--- src/rtl/cpu_types_pkg.sv ---
// Shared CPU types: register/word aliases and sequencer state.
// Imported by the pipeline control blocks.
package cpu_types_pkg;

  localparam int REG_BITS  = 5;
  localparam int WORD_BITS = 32;

  typedef logic [REG_BITS-1:0]  regbit_t;
  typedef logic [WORD_BITS-1:0] word_t;

  typedef enum logic [1:0] {
    RUN,
    DRAIN,
    HALTED
  } seq_state_t;

  typedef struct packed {
    logic pc_en;
    logic ifid_en;
    logic idex_en;
    logic exmem_en;
    logic memwb_en;
    logic ifid_flush;
    logic idex_flush;
    logic exmem_flush;
    logic memwb_flush;
  } seq_ctl_t;

endpackage

--- src/rtl/hazard_detect.sv ---
// Load-use hazard compare between EX load and ID sources.
// Shared with the forwarding unit.
module hazard_detect #(
  parameter int REG_W = 5
) (
  input  logic             ex_dREN,
  input  logic [REG_W-1:0] ex_regDst,
  input  logic [REG_W-1:0] id_rs,
  input  logic [REG_W-1:0] id_rt,
  output logic             lu
);

  // r0 is hardwired zero, so a load into it never blocks
  assign lu = ex_dREN
            & (ex_regDst != '0)
            & ((ex_regDst == id_rs)
             | (ex_regDst == id_rt));

endmodule

--- src/rtl/pipeline_sequencer.sv ---
// Stall/flush controller with halt drain FSM
// and stall/flush performance counters.
module pipeline_sequencer
  import cpu_types_pkg::*;
#(
  parameter int DRAIN_ADV = 3,
  parameter int CNT_W     = 32,
  parameter int REG_W     = 5
) (
  input  logic             CLK,
  input  logic             nRST,
  input  logic             ihit,
  input  logic             dhit,
  input  logic             mem_dREN,
  input  logic             mem_dWEN,
  input  logic             ex_dREN,
  input  logic [REG_W-1:0] ex_regDst,
  input  logic [REG_W-1:0] id_rs,
  input  logic [REG_W-1:0] id_rt,
  input  logic             ex_pcsrc,
  input  logic             id_halt,
  output logic             pc_en,
  output logic             ifid_en,
  output logic             idex_en,
  output logic             exmem_en,
  output logic             memwb_en,
  output logic             ifid_flush,
  output logic             idex_flush,
  output logic             exmem_flush,
  output logic             memwb_flush,
  output logic             halt,
  output logic [CNT_W-1:0] stall_cnt,
  output logic [CNT_W-1:0] flush_cnt
);

  localparam int DW = $clog2(DRAIN_ADV + 1);

  seq_state_t    state;
  seq_state_t    state_nxt;
  logic [DW-1:0] drain_cnt;
  logic [DW-1:0] drain_nxt;
  seq_ctl_t      ctl;
  logic          dstall;
  logic          lu;
  logic          stall_inc;
  logic          flush_inc;

  hazard_detect #(.REG_W(REG_W)) u_hz (
    .ex_dREN   (ex_dREN),
    .ex_regDst (ex_regDst),
    .id_rs     (id_rs),
    .id_rt     (id_rt),
    .lu        (lu)
  );

  assign dstall = (mem_dREN | mem_dWEN) & ~dhit;

  always_comb begin
    ctl       = '0;
    state_nxt = state;
    drain_nxt = drain_cnt;
    flush_inc = 1'b0;
    case (state)
      RUN: begin
        if (dstall) begin
          ctl.memwb_en    = 1'b1;
          ctl.memwb_flush = 1'b1;
        end else if (ex_pcsrc) begin
          ctl            = '1;
          ctl.exmem_flush = 1'b0;
          ctl.memwb_flush = 1'b0;
          flush_inc      = 1'b1;
        end else if (lu) begin
          ctl.idex_en    = 1'b1;
          ctl.idex_flush = 1'b1;
          ctl.exmem_en   = 1'b1;
          ctl.memwb_en   = 1'b1;
        end else begin
          ctl.pc_en      = ihit;
          ctl.ifid_en    = 1'b1;
          ctl.ifid_flush = ~ihit;
          ctl.idex_en    = 1'b1;
          ctl.exmem_en   = 1'b1;
          ctl.memwb_en   = 1'b1;
        end
        // HALT only counts once it cleanly enters EX
        if (id_halt && ctl.idex_en && !ctl.idex_flush
            && !dstall && !ex_pcsrc) begin
          state_nxt = DRAIN;
          drain_nxt = DW'(DRAIN_ADV);
        end
      end
      DRAIN: begin
        ctl.ifid_en    = 1'b1;
        ctl.ifid_flush = 1'b1;
        ctl.memwb_en   = 1'b1;
        if (dstall) begin
          ctl.memwb_flush = 1'b1;
        end else begin
          ctl.idex_en  = 1'b1;
          ctl.exmem_en = 1'b1;
        end
        if (ctl.exmem_en) begin
          if (drain_cnt == DW'(1)) begin
            state_nxt = HALTED;
          end
          drain_nxt = drain_cnt - DW'(1);
        end
      end
      default: begin
        ctl = '0;
      end
    endcase
    if (!nRST) begin
      ctl = '0;
    end
  end

  assign stall_inc = (state == RUN) & ~ctl.pc_en & nRST;

  assign pc_en       = ctl.pc_en;
  assign ifid_en     = ctl.ifid_en;
  assign idex_en     = ctl.idex_en;
  assign exmem_en    = ctl.exmem_en;
  assign memwb_en    = ctl.memwb_en;
  assign ifid_flush  = ctl.ifid_flush;
  assign idex_flush  = ctl.idex_flush;
  assign exmem_flush = ctl.exmem_flush;
  assign memwb_flush = ctl.memwb_flush;

  always_ff @(posedge CLK or negedge nRST) begin
    if (!nRST) begin
      state     <= RUN;
      drain_cnt <= '0;
      halt      <= 1'b0;
      stall_cnt <= '0;
      flush_cnt <= '0;
    end else begin
      state     <= state_nxt;
      drain_cnt <= drain_nxt;
      halt      <= (state_nxt == HALTED);
      stall_cnt <= stall_cnt + CNT_W'(stall_inc);
      flush_cnt <= flush_cnt + CNT_W'(flush_inc);
    end
  end

endmodule
--- config.mk ---
export PLATFORM = sky130hd
export DESIGN_NAME = pipeline_sequencer
export DESIGN_NICKNAME = d
export VERILOG_FILES = /design/src/rtl/cpu_types_pkg.sv /design/src/rtl/hazard_detect.sv /design/src/rtl/pipeline_sequencer.sv
export SDC_FILE = /design/constraint.sdc
export NUM_CORES = 1
export LEC_CHECK = 0
export CAP_MARGIN = 10
export CORE_AREA = 4 4 94 132
export CTS_CLUSTER_DIAMETER = 60
export DETAILED_ROUTE_END_ITERATION = 7
export DIE_AREA = 0 0 98 136
export GPL_TIMING_DRIVEN = 0
export HOLD_SLACK_MARGIN = 0.15
export PLACE_DENSITY = 0.5
export SYNTH_ARGS = -nofsm -noshare
export SYNTH_HDL_FRONTEND = slang
export SYNTH_SLANG_ARGS = --single-unit
--- constraint.sdc ---
create_clock -name CLK -period 2.9 [get_ports CLK]
set_clock_uncertainty 0.15 [all_clocks]
set_input_delay 0.58 -clock CLK [delete_from_list [all_inputs] [get_ports CLK]]
set_output_delay 0.58 -clock CLK [all_outputs]
set_load 0.05 [all_outputs]
Yosys cells after proc, flatten, opt, wreduce, memory -nomap -nowiden
Index checks and enable logic that the tools add are counted.
Operators by class
  $add $sub $neg: 3
  eq/ne operators: 7
  multiplexer cells: 27
  bitwise operators: 10
  reductions and logical operators: 12
Operator list (count)
  adder 32 x 1 -> 32 bit: 2
  2-to-1 mux 2 bit: 9
  equality test 5 bit: 2
  case mux 5 bit (2 select lines): 1
  2-to-1 mux 1 bit: 9
  2-to-1 mux 9 bit: 1
  2-to-1 mux 4 bit: 2
  case mux 2 bit (2 select lines): 2
  2-to-1 mux 7 bit: 1
  2-to-1 mux 3 bit: 2
  AND 1 bit: 5
  nonzero test 5 bit: 1
  equality test 2 x 1 -> 1 bit (second input constant): 2
  logical AND 1 bit: 4
  != test 2 bit (second input constant): 2
  zero test 1 bit: 3
  inverter 1 bit: 3
  AND reduction 3 bit: 1
  equality test 2 bit (second input constant): 1
  zero test 2 bit: 1
  bitwise OR 1 bit: 2
  nonzero test 2 bit: 1
  OR reduction 2 bit: 1
  subtractor 2 x 1 -> 2 bit (second input constant): 1
Storage, ports and cells
  register bits after elaboration: 69
  bits of input ports: 24
  output and inout port bits: 74
  word-level logic and storage cells: 64

Longest topological paths before layout
Gate-level depths: netlist (run 1).
  depth after elaboration: 14
  gate-level depth with buffers: 12
  mapped depth without buffers: 12

By module
A second synthesis (run 1) with hierarchy kept.
Unflattened totals
  cell total of the unflattened synthesis: 301
  area total of the unflattened synthesis: 3328.2 µm²
Modules (own cells, without submodules)
  pipeline_sequencer: times used 1, cells each 284, area an instance 3203.1 µm², seq. area each 1726.7 µm²
  hazard_detect: times used 1, cells each 17, area an instance 125.1 µm², seq. area each 0.0 µm²

Least setup slack after synthesis (run 1)
Ideal clock, no wire load.
  kind: input-to-output
  start point: input ex_regDst[0]
  end point: output ifid_flush
  data arrival time: 2.512 ns
  path slack: -0.342 ns
  stages: 4
  buffers on the path: 0
  path through: or4_1 o21ai_0 nor2_1 o21ai_0
On the way
  cells in the longest elaborated chain, start to end: 9
  elaborated cells between the ends (all ways): 12
Ends and longest elaborated chain
  from (decl): RTL line pipeline_sequencer.sv:17  | input logic [REG_W-1:0] ex_regDst,
  equality test 5 bit, or another cell as far along: RTL line hazard_detect.sv:16  | & ((ex_regDst == id_rs)
  bitwise OR 1 bit / AND 1 bit (equally long branches): RTL line hazard_detect.sv:17, hazard_detect.sv:15
  AND 1 bit (*): RTL line hazard_detect.sv:16
  2-to-1 mux 1 bit (*): RTL line pipeline_sequencer.sv:73  | end else if (lu) begin
  2-to-1 mux 7 bit (*): RTL line pipeline_sequencer.sv:68  | end else if (ex_pcsrc) begin
  2-to-1 mux 3 bit (*): RTL line pipeline_sequencer.sv:65  | if (dstall) begin
  2-to-1 mux 3 bit (*): RTL line pipeline_sequencer.sv:63  | case (state)
  case mux 5 bit (2 select lines) (*): RTL line pipeline_sequencer.sv:63
  2-to-1 mux 9 bit (*): RTL line pipeline_sequencer.sv:114  | if (!nRST) begin
  to (decl): RTL line pipeline_sequencer.sv:27  | output logic ifid_flush,
Mark *: on every way between the ends. The rest lies on a longest branch, timed or not. The select of a mux whose other input is x is not followed.

Worst setup path in the final report (run 1)
  start point: input id_rt[3]
  end point: register stall_cnt[31]
On the way
  cells in the longest elaborated chain, start to end: 13
Ends and longest elaborated chain
  from (decl): RTL line pipeline_sequencer.sv:19  | input logic [REG_W-1:0] id_rt,
  equality test 5 bit: RTL line hazard_detect.sv:17  | | (ex_regDst == id_rt));
  bitwise OR 1 bit: RTL line hazard_detect.sv:17
  AND 1 bit: RTL line hazard_detect.sv:16
  2-to-1 mux 2 bit: RTL line pipeline_sequencer.sv:73
  2-to-1 mux 7 bit: RTL line pipeline_sequencer.sv:68
  2-to-1 mux 4 bit: RTL line pipeline_sequencer.sv:65
  2-to-1 mux 4 bit: RTL line pipeline_sequencer.sv:63
  2-to-1 mux 1 bit: RTL line pipeline_sequencer.sv:63
  2-to-1 mux 9 bit: RTL line pipeline_sequencer.sv:114
  inverter 1 bit: RTL line pipeline_sequencer.sv:119  | assign stall_inc = (state == RUN) & ~ctl.pc_en & nRST;
  AND 1 bit (2 in a row): RTL line pipeline_sequencer.sv:119
  adder 32 x 1 -> 32 bit: RTL line pipeline_sequencer.sv:142  | stall_cnt <= stall_cnt + CNT_W'(stall_inc);
  to (signal assigned): RTL line pipeline_sequencer.sv:142
  to (decl): RTL line pipeline_sequencer.sv:32  | output logic [CNT_W-1:0] stall_cnt,
No other way between the ends. The select of a mux whose other input is x is not followed.
A chain may end at the register's enable or synchronous reset.

==> metrics, run 1 <==
status=completed; Max-Cap Viols=0; syn avg cell area=11.0 µm²; Distinct cells, synth=34; final net count=466; DRC violations left=0; Core Area=11200 µm²; Area Overhead vs Synth=58.4%; final hold viol count=0; R2R setup slack=0.30 ns; R2R cell count=9; diode count=0; most frequent cells in the layout=72 x clkdlybuf4s50_1, 69 x dfrtp_1, 43 x xnor2_1, 30 x nand2_1, 28 x buf_4; post-detailed-routing wire length=8.20 mm; commonest non-fill, non-tap cell in the layout=clkdlybuf4s50_1; Die Ht=136 µm; Rows=46; critical path type=input port to register; initial core utilization=0.295; total CTS buffers=9; minimum clock period=2.88 ns; vias in the first global route=2713; post-synthesis cell count=301; Critical path origin=id_rt[3]; largest net degree at the start of global routing=69; routed len/inst=14.0 µm; unrepaired setup endpoints after global routing=yes; total I/O pin count=98; Chip Width=98 µm; Tightest Hold Check Type=input port to async pin; endpoints failing setup=0; placed cells=542; Slew headroom=0.636; critical path endpoint=stall_cnt[31]$_DFF_PN0_; drt first-iter violations=53; GP Congestion=0.732; Crit path arrival time=2.95 ns; DR vias/cell=4.58; Clock Pin Slew Worst Setup and Hold Paths=0.06 ns; #FFs+latches synth=69; FMAX=347 MHz; I/O Buffers=96; crit path setup slack, layout=0.0197 ns; post-route ant nets=0; Crit path required time=2.97 ns; net count after synthesis=330; Seq/Total Area, Yosys=0.522; Skew-Pair Late Insertion Delay=0.32 ns; number of antenna violations at the first check in global routing=0; Leak=2.39 nW; vias=2681; grt ovf=0; CTS Buffer Depth=2; CP Capture Type=register; pre-CTS setup slack=-0.976 ns; global-route wire length before repair=13.0 mm; reg-to-reg endpoint=stall_cnt[31]$_DFF_PN0_; YS warnings=0; die area=13300 µm²; share of layout cells above drive strength 1=0.227; final std cells w/o fill=585; Worst Tran Pin Value=0.544 ns; root buf cell=clkbuf_16; worst r2r src=state[0]$_DFF_PN0_; clock sinks=69; pwr/cell area=480 nW/µm²; Total GRT Usage=0.122; post-route clock period utilization=0.993; Max IR drop VDD=260 µV; Syn Std Cell Area=3310 µm²; critical-path maximum fanout=4; CTS H-tree depth=3; First-pass DRT Iterations=4; Worst Setup Start Kind=input port; Slew Viols, Final=0; hpwl dp=5.68 mm; CTS tree=yes
-- cells in the mapped netlist, drive strengths merged --
| cell type | instances | area [µm²] |
|---|---|---|
| a22oi | 1 | 7.51 |
| xnor2 | 43 | 377 |
| or2 | 1 | 6.26 |
| nand2 | 30 | 113 |
| clkbuf | 1 | 3.75 |
| nand4 | 13 | 126 |
| o21ba | 1 | 10.0 |
| nor2 | 20 | 75.1 |
| xor2 | 27 | 236 |
| o21a | 1 | 7.51 |
| buf | 2 | 15.0 |
| ha | 5 | 62.6 |
| and2 | 4 | 25.0 |
| o211ai | 1 | 7.51 |
| conb | 1 | 3.75 |
| and3 | 13 | 83.8 |
| and4 | 1 | 8.76 |
| o21bai | 1 | 7.51 |
| nor4 | 6 | 97.6 |
| o21ai | 8 | 40.0 |
| a21oi | 4 | 20.0 |
| or4 | 1 | 7.51 |
| nand3 | 26 | 130 |
| o221a | 1 | 11.3 |
| inv | 9 | 33.8 |
| dfrtp | 69 | 1730 |
| nand3b | 1 | 7.51 |
| o2bb2ai | 1 | 8.76 |
| or3 | 1 | 6.26 |
| nor3 | 8 | 45.0 |
-- worst max-delay path: stages --
cell and delay [ns]:
buf_6 0.10, xor2_2 0.17, nor3_2 0.22, a22oi_2 0.13, nor2_2 0.16, buf_4 0.13
o221a_4 0.20, ha_4 0.15, nand4_1 0.16, nor4_4 0.42, and3_4 0.27, nand4_1 0.12
xnor2_1 0.14
-- flip-flops by register name, summed over array words and instances, names as in the netlist --
signal and cells:
drain_cnt 2, flush_cnt 32, stall_cnt 32, state 2, halt 1
-- timing repair --
item / CTS / global route
setup buffers: 19 / 8
endpoints found under the setup margin: 38 / 29
pin swaps: 13 / 22
gates resized for setup: 70 / 49
hold buffers: 2 / 0
endpoints found under the hold margin: 69 / 0
-- through the flow --
stage | TNS, ns | power, mW | utilization | cell area, µm² | hold WS (ns)
5_1_grt | -0.363 | 2.60 | 0.467 | 5240 | 0.251
6_report | 0 | 2.52 | 0.467 | 5240 | 0.213
3_5_place_dp | -24.71 | 1.09 | 0.400 | 4480 | 0.228
3_3_place_gp | -215.85 | 1.08 | 0.397 | 4460 | 0.313
2_1_floorplan | -0.698 | 1.02 | - | 3320 | 0.134
4_1_cts | -0.0223 | 2.54 | 0.455 | 5110 | 0.243
-- layout make-up --
type                    count  area [µm²]
inverters                   9        33.8
flip-flops and latches     69        1730
multi-input cells         220        1710
well taps                 144         180
repair buffers            125        1190
clock buffers               9         225
plain buffers               3        18.8
fillers                  1112        5980
clock inverters             6         159
-- power breakdown --
group	internal [mW]	switching, mW	leakage, nW
clock	1.01	0.408	0.186
combinational	0.0616	0.0676	1.25
sequential	0.965	0.00192	0.948
-- layer usage --
layer  GRT usage  vias to the layer above  routed length, µm  share of wire
met5           0                        -                  0              0
met4      0.0439                        0                 81         0.0099
met3      0.0467                        4                625          0.076
met2       0.207                       77               4250           0.52
met1       0.141                     1306               3240           0.39
li1            -                     1294                  -              -
-- cell families after synthesis --
kind of cell,after synthesis,synth area share
AO/OA/AOI/OAI,19,0.0363
XOR/XNOR,70,0.185
adder cells (fa/ha/maj),5,0.0189
buffers and inverters,12,0.0159
flip-flops,69,0.522
other,1,0.00113
AND/OR/NAND/NOR,125,0.221
-- worst min path at each step --
stage | slack, ns | cells after the start | start | end
after floorplan | 0.13 | 0 | nRST | drain_cnt[0]$_DFFE_PN0P_
after global placement | 0.31 | 1 | flush_cnt[31]$_DFF_PN0_ | flush_cnt[31]$_DFF_PN0_
after detailed placement | 0.23 | 1 | nRST | stall_cnt[31]$_DFF_PN0_
after CTS | 0.24 | 3 | nRST | stall_cnt[30]$_DFF_PN0_
after global routing | 0.25 | 3 | nRST | stall_cnt[30]$_DFF_PN0_
final | 0.21 | 3 | nRST | stall_cnt[30]$_DFF_PN0_
(Power assumes the default switching activity.)
==> inputs of run 2 (changes only) <==
- CORE_AREA: 4 4 94 132 -> 4 4 76 107
- DIE_AREA: 0 0 98 136 -> 0 0 80 111
- PLACE_DENSITY: 0.5 -> 0.74
==> run 2 against run 1 <==
  * Core utilization rose by 19 points
  * Maximum frequency rose by 1.3%
  * Sequential power barely moved
  * Critical endpoint is now idex_flush
  * Design area fell by 8.9%
  * Flip-flop and latch count did not move
  * Highest routed layer unchanged
==> metrics, run 2 (synthesis results as in run 1) <==
CP Capture Type=primary output; global-route wire length before repair=12.6 mm; Chip Width=80 µm; total I/O pin count=98; total CTS buffers=9; Max IR drop VDD=257 µV; First-pass DRT Iterations=4; Largest regs=flush_cnt (32), stall_cnt (32); Leak=2.20 nW; endpoints failing setup=0; share of layout cells above drive strength 1=0.144; Slew headroom=0.636; Max-Cap Viols=0; post-route clock period utilization=0.980; initial core utilization=0.458; critical path type=input port to primary output; Die Ht=111 µm; FMAX=352 MHz; vias in the first global route=2764; # fillers=611; placed cells=494; grt ovf=0; Core Area=7220 µm²; Area Overhead vs Synth=44.4%; final net count=447; critical path's slowest cell=or4_4; minimum clock period=2.84 ns; DR vias/cell=5.11; CTS H-tree depth=3; Setup TNS=0 ns; final std cells w/o fill=520; Tightest Hold Check Type=register to register; status=completed; routing usage on met2=0.290; largest stage delay on the critical path=0.53 ns; Top Family by Delay on Critical Path=simple AND/OR/NAND/NOR gates; pwr/cell area=384 nW/µm²; met1 Usage GRT=0.198; Worst Setup Start Kind=input port; clock sinks=69; I/O Buffers=96; critical-path maximum fanout=5; most frequent cells in the layout=74 x clkdlybuf4s50_1, 69 x dfrtp_1, 43 x xnor2_1, 30 x nand2_1, 27 x xor2_1; Crit path arrival time=2.11 ns; commonest non-fill, non-tap cell in the layout=clkdlybuf4s50_1; die area=8880 µm²; routing usage on met3=0.0756; CTS tree=yes; drt first-iter violations=96; post-detailed-routing wire length=7.38 mm; number of antenna violations at the first check in global routing=0; CTS Buffer Depth=2; Clock Pin Slew Worst Setup and Hold Paths=0.07 ns; crit path cell chain=dlygate4sd2_1 -> or4_4 -> o21ai_4 -> nor2_2 -> buf_4 -> o21a_1 -> buf_6; post-route ant nets=0; Rows=37; Total GRT Usage=0.179; DRC violations left=0; largest net degree at the start of global routing=70; diode count=0; vias=2659; Slew Viols, Final=0; worst path buffer plus inverter count=3; hpwl dp=5.35 mm; gr busiest metal=met2; Crit path required time=2.17 ns; routed len/inst=14.2 µm; GP Congestion=0.828; root buf cell=clkbuf_8; Worst Tran Pin Value=0.544 ns; Skew-Pair Late Insertion Delay=0.34 ns; final hold viol count=0
[run 2: changes by cell type in the layout (fill, tap and decap cells not counted), sizes merged, moves of 2 or more]
cell / before / now
buf: 39 / 16
dlygate4sd2: 5 / 15
clkdlybuf4s50: 72 / 74
clkdlybuf4s15: 4 / 2
clkbuf: 16 / 13
bufinv: 5 / 1
clkinv: 0 / 2
[run 2: worst reg2reg max path, cell delays in order, from the launching register on]
cell      delay [ns]
dfrtp_1         0.43
clkbuf_1        0.25
nor4_2          0.30
ha_2            0.24
nand2_1         0.15
nor4_4          0.39
and2_1          0.27
nand4_1         0.13
xnor2_1         0.14
[run 2: final timing paths]
kind / end / slack (ns) / start / cells past startpoint
min in group asynchronous: flush_cnt[14]$_DFF_PN0_ / 0.72 / nRST / 3
worst min-delay path: flush_cnt[31]$_DFF_PN0_ / 0.32 / flush_cnt[31]$_DFF_PN0_ / 1
worst max register to register: flush_cnt[31]$_DFF_PN0_ / 0.36 / state[0]$_DFF_PN0_ / 8
max in group asynchronous: halt$_DFF_PN0_ / 1.61 / nRST / 3
worst max-delay path: idex_flush / 0.06 / ex_regDst[3] / 7
worst min register to register: flush_cnt[31]$_DFF_PN0_ / 0.32 / flush_cnt[31]$_DFF_PN0_ / 1
[run 2: repair_timing]
action / in CTS / in global routing
hold buffers: 2 / 0
pin swaps: 13 / 4
setup endpoints to repair: 33 / 19
hold endpoints to repair: 69 / 0
buffers inserted: 4 / 4
resized for setup: 59 / 17
[run 2: area by class of cell]
type                    instances  area, µm²  area share
multi-input cells             220       1630       0.342
flip-flops and latches         69       1730       0.361
repair buffers                106       1050       0.220
clock inverters                 4       47.5     0.00995
inverters                       9       33.8     0.00707
plain buffers                   3       18.8     0.00393
well taps                      97        121      0.0254
clock buffers                  12        145      0.0304
[run 2: power by group]
group | internal (mW) | switching, mW | total, mW
sequential | 0.964 | 0.00173 | 0.966
combinational | 0.0440 | 0.0572 | 0.101
clock | 0.418 | 0.349 | 0.767
[run 2: stage by stage]
stage	hold slack, ns	total power, mW	util	worst slack [ns]	area [µm²]
CTS	0.325	1.86	0.650	0.0171	4700
floorplan	0.134	1.02	-	-0.296	3320
finish	0.319	1.83	0.662	0.0575	4780
global placement	0.310	1.08	0.609	-3.24	4400
detailed placement	0.311	1.08	0.609	-0.899	4400
global route	0.334	1.92	0.662	-0.00241	4780
[run 2: per-layer routing]
layer / wire length, µm / vias to the layer above
met4: 201 / 0
li1: - / 1260
met2: 3740 / 87
met3: 682 / 20
met5: 0 / -
met1: 2760 / 1292
